### src/rtl/pvt_apb_pkg.sv
// Shared types and helpers for the PVT APB poller.
//   state_e   : sequencing states of the poller
//   REG_*     : register index within a sensor group
//   reg_addr  : byte address of register r in group g
package pvt_apb_pkg;

  typedef enum logic [2:0] {
    IDLE   = 3'd0,
    SETUP  = 3'd1,
    ACCESS = 3'd2,
    RESULT = 3'd3,
    DONE   = 3'd4
  } state_e;

  localparam logic [1:0] REG_CTRL = 2'd0;
  localparam logic [1:0] REG_P    = 2'd1;
  localparam logic [1:0] REG_V    = 2'd2;
  localparam logic [1:0] REG_T    = 2'd3;

  // Each group spans four 32-bit words, so address = (g*4 + r)*4.
  function automatic logic [31:0] reg_addr(input logic [31:0] g, input logic [1:0] r);
    reg_addr = {g[27:0], r, 2'b00};
  endfunction

endpackage

### src/rtl/pvt_apb_poller_if.sv
// APB link between the poller (requester) and the PVT sensor completer.
//   master : addr/sel/enable/write/wdata/wstrb out, rdata/ready/slverr in
//   slave  : the mirror image, used by the completer
interface pvt_apb_poller_if #(
  parameter int ADDR_WIDTH = 8
);
  logic [ADDR_WIDTH-1:0] m_apb_addr;
  logic                  m_apb_sel;
  logic                  m_apb_enable;
  logic                  m_apb_write;
  logic [31:0]           m_apb_wdata;
  logic [3:0]            m_apb_wstrb;
  logic [31:0]           m_apb_rdata;
  logic                  m_apb_ready;
  logic                  m_apb_slverr;

  modport master (
    output m_apb_addr, m_apb_sel, m_apb_enable, m_apb_write, m_apb_wdata, m_apb_wstrb,
    input  m_apb_rdata, m_apb_ready, m_apb_slverr
  );

  modport slave (
    input  m_apb_addr, m_apb_sel, m_apb_enable, m_apb_write, m_apb_wdata, m_apb_wstrb,
    output m_apb_rdata, m_apb_ready, m_apb_slverr
  );
endinterface

### src/rtl/pvt_apb_xfer.sv
// Single APB transfer engine: drives SETUP then ACCESS from registered
// outputs, counts ACCESS cycles for the timeout and reports completion.
//   clk, rst            : clock, async active-high reset
//   req                 : launch a transfer; next cycle is its SETUP phase
//                         (may be raised on the completing ACCESS cycle to chain)
//   req_addr/write/wdata: transfer attributes, sampled with req
//   xfer_done           : current ACCESS cycle completes without error
//   xfer_err            : current ACCESS cycle ends with slverr or timeout
//   apb                 : APB requester signals
module pvt_apb_xfer #(
  parameter int ADDR_WIDTH = 8,
  parameter int TIMEOUT    = 16
) (
  input  logic                  clk,
  input  logic                  rst,
  input  logic                  req,
  input  logic [ADDR_WIDTH-1:0] req_addr,
  input  logic                  req_write,
  input  logic [31:0]           req_wdata,
  output logic                  xfer_done,
  output logic                  xfer_err,
  pvt_apb_poller_if.master      apb
);

  localparam int            CW       = $clog2(TIMEOUT + 1);
  localparam logic [CW-1:0] LAST_CNT = CW'(TIMEOUT - 1);

  logic [CW-1:0] tcnt_r;
  logic          access_s;
  logic          complete_s;
  logic          timeout_s;

  // Completion and abort decode for the current ACCESS cycle.
  always_comb begin
    access_s   = apb.m_apb_sel & apb.m_apb_enable;
    complete_s = access_s & apb.m_apb_ready;
    // Ready arriving on the last allowed cycle still wins over the timeout.
    timeout_s  = access_s & ~apb.m_apb_ready & (tcnt_r == LAST_CNT);
    xfer_done  = complete_s & ~apb.m_apb_slverr;
    xfer_err   = (complete_s & apb.m_apb_slverr) | timeout_s;
  end

  // APB phase registers and ACCESS-cycle counter.
  always_ff @(posedge clk or posedge rst) begin
    if (rst) begin
      apb.m_apb_sel    <= 1'b0;
      apb.m_apb_enable <= 1'b0;
      apb.m_apb_addr   <= '0;
      apb.m_apb_write  <= 1'b0;
      apb.m_apb_wdata  <= 32'h0;
      apb.m_apb_wstrb  <= 4'h0;
      tcnt_r           <= '0;
    end else if (req) begin
      apb.m_apb_sel    <= 1'b1;
      apb.m_apb_enable <= 1'b0;
      apb.m_apb_addr   <= req_addr;
      apb.m_apb_write  <= req_write;
      apb.m_apb_wdata  <= req_write ? req_wdata : 32'h0;
      apb.m_apb_wstrb  <= req_write ? 4'hf : 4'h0;
      tcnt_r           <= '0;
    end else if (apb.m_apb_sel & ~apb.m_apb_enable) begin
      apb.m_apb_enable <= 1'b1;
    end else if (complete_s | timeout_s) begin
      apb.m_apb_sel    <= 1'b0;
      apb.m_apb_enable <= 1'b0;
    end else if (access_s) begin
      tcnt_r <= tcnt_r + CW'(1);
    end
  end

endmodule

### src/rtl/pvt_apb_poller.sv
// Sweeps every PVT sensor group over APB: writes ctrl_word to each group's
// control register, reads its P/V/T registers and streams each read out.
//   m_apb_clk, m_apb_rst : clock, async active-high reset
//   start, ctrl_word     : sweep request and control value (latched on start)
//   busy, done, err      : sweep status (err sticky until next start)
//   apb                  : APB requester link
//   res_valid/ready/data/group/reg : result stream, one beat per read
module pvt_apb_poller
  import pvt_apb_pkg::*;
#(
  parameter int NO_OF_GROUPS = 10,
  parameter int ADDR_WIDTH   = $clog2(NO_OF_GROUPS * 4) + 2,
  parameter int TIMEOUT      = 16,
  parameter int GROUP_WIDTH  = (NO_OF_GROUPS > 1) ? $clog2(NO_OF_GROUPS) : 1
) (
  input  logic                   m_apb_clk,
  input  logic                   m_apb_rst,
  input  logic                   start,
  input  logic [31:0]            ctrl_word,
  output logic                   busy,
  output logic                   done,
  output logic                   err,
  pvt_apb_poller_if.master       apb,
  output logic                   res_valid,
  input  logic                   res_ready,
  output logic [31:0]            res_data,
  output logic [GROUP_WIDTH-1:0] res_group,
  output logic [1:0]             res_reg
);

  localparam logic [GROUP_WIDTH-1:0] LAST_GROUP = GROUP_WIDTH'(NO_OF_GROUPS - 1);

  state_e                  state_r, state_s;
  logic [GROUP_WIDTH-1:0]  g_r, next_g_s;
  logic [1:0]              r_r, next_r_s;
  logic [31:0]             ctrl_r;
  logic                    busy_r, done_r, err_r, res_valid_r;
  logic [31:0]             res_data_r;
  logic [GROUP_WIDTH-1:0]  res_group_r;
  logic [1:0]              res_reg_r;
  logic                    req_s, start_s, capture_s, abort_s;
  logic [ADDR_WIDTH-1:0]   req_addr_s;
  logic                    req_write_s;
  logic [31:0]             req_wdata_s;
  logic                    xfer_done_s, xfer_err_s;

  pvt_apb_xfer #(
    .ADDR_WIDTH (ADDR_WIDTH),
    .TIMEOUT    (TIMEOUT)
  ) u_xfer (
    .clk       (m_apb_clk),
    .rst       (m_apb_rst),
    .req       (req_s),
    .req_addr  (req_addr_s),
    .req_write (req_write_s),
    .req_wdata (req_wdata_s),
    .xfer_done (xfer_done_s),
    .xfer_err  (xfer_err_s),
    .apb       (apb)
  );

  // Sequencing: next state and the (g, r) of the transfer being launched.
  always_comb begin
    state_s   = state_r;
    req_s     = 1'b0;
    start_s   = 1'b0;
    capture_s = 1'b0;
    abort_s   = 1'b0;
    next_g_s  = g_r;
    next_r_s  = r_r;
    case (state_r)
      IDLE: begin
        if (start) begin
          start_s  = 1'b1;
          req_s    = 1'b1;
          next_g_s = '0;
          next_r_s = REG_CTRL;
          state_s  = SETUP;
        end else begin
          state_s = IDLE;
        end
      end
      SETUP: state_s = ACCESS;
      ACCESS: begin
        if (xfer_err_s) begin
          abort_s = 1'b1;
          state_s = DONE;
        end else if (xfer_done_s) begin
          if (r_r == REG_CTRL) begin
            // Control write done: chain straight into the first data read.
            req_s    = 1'b1;
            next_r_s = REG_P;
            state_s  = SETUP;
          end else begin
            capture_s = 1'b1;
            state_s   = RESULT;
          end
        end else begin
          state_s = ACCESS;
        end
      end
      RESULT: begin
        if (!res_ready) begin
          state_s = RESULT;
        end else if ((g_r == LAST_GROUP) && (r_r == REG_T)) begin
          state_s = DONE;
        end else begin
          req_s   = 1'b1;
          state_s = SETUP;
          case (r_r)
            REG_P:   next_r_s = REG_V;
            REG_V:   next_r_s = REG_T;
            REG_T: begin
              next_g_s = g_r + GROUP_WIDTH'(1);
              next_r_s = REG_CTRL;
            end
            default: next_r_s = REG_CTRL;
          endcase
        end
      end
      DONE:    state_s = IDLE;
      default: state_s = IDLE;
    endcase
  end

  // Attributes of the launched transfer; on start ctrl_r is not yet loaded.
  always_comb begin
    req_addr_s  = ADDR_WIDTH'(reg_addr(32'(next_g_s), next_r_s));
    req_write_s = (next_r_s == REG_CTRL);
    if (start_s) begin
      req_wdata_s = ctrl_word;
    end else begin
      req_wdata_s = ctrl_r;
    end
  end

  // State register.
  always_ff @(posedge m_apb_clk or posedge m_apb_rst) begin
    if (m_apb_rst) begin
      state_r <= IDLE;
    end else begin
      state_r <= state_s;
    end
  end

  // Sweep position, latched control word, status flags and result beat.
  always_ff @(posedge m_apb_clk or posedge m_apb_rst) begin
    if (m_apb_rst) begin
      g_r         <= '0;
      r_r         <= 2'd0;
      ctrl_r      <= 32'h0;
      busy_r      <= 1'b0;
      done_r      <= 1'b0;
      err_r       <= 1'b0;
      res_valid_r <= 1'b0;
      res_data_r  <= 32'h0;
      res_group_r <= '0;
      res_reg_r   <= 2'd0;
    end else begin
      if (req_s) begin
        g_r <= next_g_s;
        r_r <= next_r_s;
      end
      if (start_s) begin
        ctrl_r <= ctrl_word;
        err_r  <= 1'b0;
      end else if (abort_s) begin
        err_r <= 1'b1;
      end
      busy_r      <= (state_s == SETUP) || (state_s == ACCESS) || (state_s == RESULT);
      done_r      <= (state_s == DONE);
      res_valid_r <= (state_s == RESULT);
      if (capture_s) begin
        res_data_r  <= apb.m_apb_rdata;
        res_group_r <= g_r;
        res_reg_r   <= r_r;
      end
    end
  end

  assign busy      = busy_r;
  assign done      = done_r;
  assign err       = err_r;
  assign res_valid = res_valid_r;
  assign res_data  = res_data_r;
  assign res_group = res_group_r;
  assign res_reg   = res_reg_r;

endmodule

### src/flat_wrapper.sv
// flat-port wrapper written by rule: the top's interface ports become plain ports
module pvt_apb_poller_flat import pvt_apb_pkg::*;
#(
  parameter int NO_OF_GROUPS = 10,
  parameter int ADDR_WIDTH   = $clog2(NO_OF_GROUPS * 4) + 2,
  parameter int TIMEOUT      = 16,
  parameter int GROUP_WIDTH  = (NO_OF_GROUPS > 1) ? $clog2(NO_OF_GROUPS) : 1
)
  (m_apb_clk, m_apb_rst, start, ctrl_word, busy, done, err, res_valid, res_ready, res_data, res_group, res_reg, apb_m_apb_addr, apb_m_apb_sel, apb_m_apb_enable, apb_m_apb_write, apb_m_apb_wdata, apb_m_apb_wstrb, apb_m_apb_rdata, apb_m_apb_ready, apb_m_apb_slverr);
  pvt_apb_poller_if #(.ADDR_WIDTH(ADDR_WIDTH)) apb_i ();
  input  logic m_apb_clk;
  input  logic m_apb_rst;
  input  logic start;
  input  logic [31:0] ctrl_word;
  output logic busy;
  output logic done;
  output logic err;
  output logic res_valid;
  input  logic res_ready;
  output logic [31:0] res_data;
  output logic [GROUP_WIDTH-1:0] res_group;
  output logic [1:0] res_reg;
  output wire logic [$bits(apb_i.m_apb_addr)-1:0] apb_m_apb_addr;
  output wire logic [$bits(apb_i.m_apb_sel)-1:0] apb_m_apb_sel;
  output wire logic [$bits(apb_i.m_apb_enable)-1:0] apb_m_apb_enable;
  output wire logic [$bits(apb_i.m_apb_write)-1:0] apb_m_apb_write;
  output wire logic [$bits(apb_i.m_apb_wdata)-1:0] apb_m_apb_wdata;
  output wire logic [$bits(apb_i.m_apb_wstrb)-1:0] apb_m_apb_wstrb;
  input wire logic [$bits(apb_i.m_apb_rdata)-1:0] apb_m_apb_rdata;
  input wire logic [$bits(apb_i.m_apb_ready)-1:0] apb_m_apb_ready;
  input wire logic [$bits(apb_i.m_apb_slverr)-1:0] apb_m_apb_slverr;
  assign apb_m_apb_addr = apb_i.m_apb_addr;
  assign apb_m_apb_sel = apb_i.m_apb_sel;
  assign apb_m_apb_enable = apb_i.m_apb_enable;
  assign apb_m_apb_write = apb_i.m_apb_write;
  assign apb_m_apb_wdata = apb_i.m_apb_wdata;
  assign apb_m_apb_wstrb = apb_i.m_apb_wstrb;
  assign apb_i.m_apb_rdata = apb_m_apb_rdata;
  assign apb_i.m_apb_ready = apb_m_apb_ready;
  assign apb_i.m_apb_slverr = apb_m_apb_slverr;
  pvt_apb_poller #(.NO_OF_GROUPS(NO_OF_GROUPS), .ADDR_WIDTH(ADDR_WIDTH), .TIMEOUT(TIMEOUT), .GROUP_WIDTH(GROUP_WIDTH)) u_core (.m_apb_clk(m_apb_clk), .m_apb_rst(m_apb_rst), .start(start), .ctrl_word(ctrl_word), .busy(busy), .done(done), .err(err), .apb(apb_i), .res_valid(res_valid), .res_ready(res_ready), .res_data(res_data), .res_group(res_group), .res_reg(res_reg));
endmodule
### config.mk
export PLATFORM = sky130hd
export DESIGN_NAME = pvt_apb_poller_flat
export DESIGN_NICKNAME = d
export VERILOG_FILES = /design/src/rtl/pvt_apb_pkg.sv /design/src/rtl/pvt_apb_poller_if.sv /design/src/rtl/pvt_apb_xfer.sv /design/src/rtl/pvt_apb_poller.sv /design/src/flat_wrapper.sv
export SDC_FILE = /design/constraint.sdc
export NUM_CORES = 1
export LEC_CHECK = 0
export ABC_AREA = 1
export ABC_CLOCK_PERIOD_IN_PS = 3700
export CORE_MARGIN = 3
export CORE_UTILIZATION = 43
export CTS_CLUSTER_DIAMETER = 60
export DETAILED_ROUTE_END_ITERATION = 8
export PLACE_DENSITY = 0.83
export SLEW_MARGIN = 20
export SYNTH_ARGS = -nofsm -noshare
export SYNTH_HDL_FRONTEND = slang
export SYNTH_SLANG_ARGS = --single-unit
### constraint.sdc
create_clock -name m_apb_clk -period 3.7 [get_ports m_apb_clk]
set_input_delay 0.74 -clock m_apb_clk [delete_from_list [all_inputs] [get_ports m_apb_clk]]
set_output_delay 0.74 -clock m_apb_clk [all_outputs]
set_load 0.03 [all_outputs]
==> results.md <==
- Setup repair after global routing left no endpoint under its margin.
- The area of the core is 12100 µm².
- Fill cells in the final layout number 983.
- Ranked by instance count, the synthesized netlist is headed by 231 x sky130_fd_sc_hd__nand2_1, 123 x sky130_fd_sc_hd__dfrtp_1, 55 x sky130_fd_sc_hd__inv_1, 35 x sky130_fd_sc_hd__nand4_1, 22 x sky130_fd_sc_hd__o21ai_1.
- The worst path setup slack after routing is 1.15 ns.
- The die area is 13800 µm².
- The number of flops mapped to enable cells by yosys is 0.
- Counting flops with an async set or reset pin after synthesis yields a share of 100%.
- The startpoint type of the worst setup path is a primary input.
- The post-synth design cell area is 5360 µm².
- The worst hold path cell count is 2.
- The peak supply drop is 0.465 mV.
- In the post-synthesis netlist, the biggest area contributors are sky130_fd_sc_hd__dfrtp_1 57%, sky130_fd_sc_hd__nand2_1 16%, sky130_fd_sc_hd__nand4_1 4.1%.
- The finished cells cover 7480 µm².
- The highest layer used for signal routing is met4.
- The share of synthesized area occupied by flip-flops and latches is 57.5%.
- The total placed instance area is 6900 µm².
- The number of hold buffers added after CTS is 0.
- The first global-routing pass estimated 22.2 mm of wire.
- The synthesis-stage register bit count is 123.
- The remaining design rule violation count is 0.
- Summed over all nets, the half-perimeter wirelength after detailed placement is 9.05 mm.
- Clock tree synthesis selected as its root buffer the cell sky130_fd_sc_hd__clkbuf_16.
- The post-synthesis instance total is 585.
- Setup violations remaining at the end of the flow were counted as 0.
- CTS built an H-tree with a depth of 4.
- The cell taking the most area after synthesis is sky130_fd_sc_hd__dfrtp_1.
- The length of routed met2 wiring is 6.33 mm.
- TritonCTS built the clock tree.
- The type of the tightest min-delay check is register to register.
- After synthesis, the largest area contributor takes up 57.5% of total cell area.
- Once the floorplan was initialized, standard cells occupied 44.2% of the core.
- The worst setup slack before clock tree synthesis is 0.765 ns.
- The number of endpoints with negative hold slack in the final report is 0.
- In this run the horizontal extent of the chip is 118 µm.
- The number of sinks handled by clock tree synthesis is 123.
- The die is 118 µm tall.
- STA puts the critical path data arrival time at 2.83 ns.
- The number of distinct library cells after synthesis is 33.
- The sum of routed wire length over all layers is 13.2 mm.
- Wire segments on met3 add up to 964 µm in the final route.
- The number of DRC violations after detailed-routing iteration 0 is 293.
- Buffers inserted during clock tree synthesis total 17.
- At the worst endpoint, the required time is 3.98 ns.
- The met1 routed wirelength after detailed routing is 5.70 mm.
- The relative area change from synthesis to final layout is 39.6%.
- The number of global-route vias before repair came to 4637.
- The total grt overflow is 0.
- The count of nets left with antenna violations once routing finished came out at 0.
- The most common cell in the synthesized netlist is sky130_fd_sc_hd__nand2_1.
- 159 I/O pins were placed.
- For this block, the via count after detailed routing is 4494.
- The run finished with clean final reports.
- Counting along the longest clock path gives a buffer depth of 2.
- The mean area per synthesized cell is 9.16 µm².
- The path depth of the worst reg2reg path is 7.
- The worst pin sits at a relative slew slack of 31.3%.
- The post-cts sizing count is 0.
- The fraction of final layout cells sized beyond drive strength 1 is 7.79%.
- The final count of pins violating max slew is 0.
- The smallest clock period supported by the final layout is computed as 2.55 ns.
- STA classifies the critical path endpoint as a register.
- The detailed-routing iteration count for the pre-antenna-repair pass is 6.
- The internal power of the cells totals 0.00406 W.
- In this run the power spent charging and discharging nets is 0.00279 W.
- The number of antenna violations at the first check in global routing is 0.
- The final clock skew is 0.0108 ns.
- For the worst-skew pair, the clock arrives at the later sink with an insertion delay of 0.41 ns.
- The proportion of total power due to net switching is 40.8%.
- The critical path is of the primary input to register type.
- Post-CTS timing repair inserted 0 buffers for setup.
- The power per cell area is 916 nW/µm².
- The sequential group share of total power is 31.9%.
- The clock network fraction of total power is 23.4%.
- The top achievable clock speed is 0.392 GHz.
- The mean routed wirelength per cell is 14.5 µm.
- The clock transition at the registers of the reported paths is 0.06 ns.
- For this run, the leading register cell type out of synthesis is sky130_fd_sc_hd__dfrtp_1.
- The final net count is 810.
- The tool flagged a number of max-cap violations equal to 0.
- The leakage dissipation is 3.69 nW.
- The weighted congestion reported at the end of routability-driven placement is 0.798.
- The total global routing track utilization is 19.6%.
- Port buffering added 156 buffers.
- In the routed layout, each cell is associated on average with a via count of 4.92.
- The maximum number of pins on one net before global-route repair is 77.
- Of the available clock period, the critical path in the final layout requires 68.9%.
- The floorplan has 40 rows.
- The number of antenna diodes is 0.
- For the pin with the worst max-slew slack, the measured transition is 1.03 ns.
- In the final timing run, aggregate negative setup slack is 0 ns.
- Cells fill 61.8% of the core in the end.
- In this run the worst path has a maximum fanout of 34.
- In this run, the combinational gates consume 44.6% of the power.
- During synthesis, Yosys emitted a total of 0 warnings.
final timing paths:
check                           slack (ns)                      startpoint                                      endpoint
min in group asynchronous             0.79                       m_apb_rst                   u_core.state_r[2]$_DFF_PP0_
worst max register to register        1.25                        register  u_core.u_xfer.apb.m_apb_wdata[3]$_DFFE_PP0P_
worst min-delay path                  0.48  u_core.res_data[8]$_DFFE_PP0P_                u_core.res_data[8]$_DFFE_PP0P_
max in group asynchronous             2.14                       m_apb_rst                    u_core.ctrl_r[9]$_DFF_PP0_
worst max-delay path                  1.15                           start  u_core.u_xfer.apb.m_apb_wdata[3]$_DFFE_PP0P_
worst min register to register        0.48  u_core.res_data[8]$_DFFE_PP0P_                u_core.res_data[8]$_DFFE_PP0P_
stage by stage:
step,hold slack [ns],total power [W],cells
final,0.479,0.00685,913
after global routing,0.497,0.00727,913
after CTS,0.480,0.00690,913
after detailed placement,0.465,0.00527,881
after global placement,0.457,0.00516,881
after floorplan,0.445,0.00419,586
routing by layer:
layer	global-route usage, %	up-vias
li1	-	2142
met1	25.0	2121
met2	31.8	208
met3	5.62	23
met4	7.69	0
met5	0	-
cell families (layout without fill, tap and decap cells):
kind of cell,count (synthesis),in the layout,synth area share (%)
compound gates,55,55,6.10
buf+inv,91,250,9.34
fa+ha+maj,8,8,1.87
flops,123,123,57.5
simple gates,304,304,24.7
xor+xnor,3,3,0.491
other cells,1,2,0.0700
worst max-delay path, cell delays in order:
cell                              delay [ns]
sky130_fd_sc_hd__clkdlybuf4s50_1        0.43
sky130_fd_sc_hd__nand2_1                0.10
sky130_fd_sc_hd__buf_4                  0.23
sky130_fd_sc_hd__nand4_2                0.82
sky130_fd_sc_hd__nand4_1                0.42
sky130_fd_sc_hd__nand2_1                0.09
cells in the final DEF (no fill, tap or decap), types with 3 or more instances in the layout:
cell / netlist / layout
sky130_fd_sc_hd__nand2_1: 231 / 231
sky130_fd_sc_hd__inv_1: 55 / 54
sky130_fd_sc_hd__clkdlybuf4s50_1: 0 / 156
sky130_fd_sc_hd__o21ai_1: 22 / 22
sky130_fd_sc_hd__a21oi_1: 4 / 4
sky130_fd_sc_hd__ha_1: 8 / 8
sky130_fd_sc_hd__nand3_1: 10 / 10
sky130_fd_sc_hd__clkinvlp_4: 0 / 6
sky130_fd_sc_hd__nand4_1: 35 / 35
sky130_fd_sc_hd__o21ai_0: 14 / 14
sky130_fd_sc_hd__nor3_1: 3 / 3
sky130_fd_sc_hd__xor2_1: 3 / 3
sky130_fd_sc_hd__clkbuf_1: 2 / 3
sky130_fd_sc_hd__dfrtp_1: 123 / 123
sky130_fd_sc_hd__buf_4: 15 / 4
sky130_fd_sc_hd__clkbuf_16: 0 / 17
sky130_fd_sc_hd__o21ai_2: 10 / 10
sky130_fd_sc_hd__nor2_1: 12 / 12
power groups by stage:
stage | clock network, W | registers (W) | logic, W
floorplan | 0 | 0.00285 | 0.00133
global placement | 0 | 0.00218 | 0.00298
detailed placement | 0 | 0.00220 | 0.00307
CTS | 0.00163 | 0.00219 | 0.00308
global route | 0.00170 | 0.00225 | 0.00332
finish | 0.00161 | 0.00219 | 0.00306
cell type report:
cell class,count,area [µm²],area share (%)
Tap cell,168,210,2.81
Timing Repair Buffer,161,1610,21.5
Clock inverter,10,116,1.56
Clock buffer,22,464,6.21
Inverter,57,218,2.91
Multi-Input combinational cell,372,1780,23.8
Sequential cell,123,3080,41.2
No activity file was read; power rests on OpenSTA's default activity.
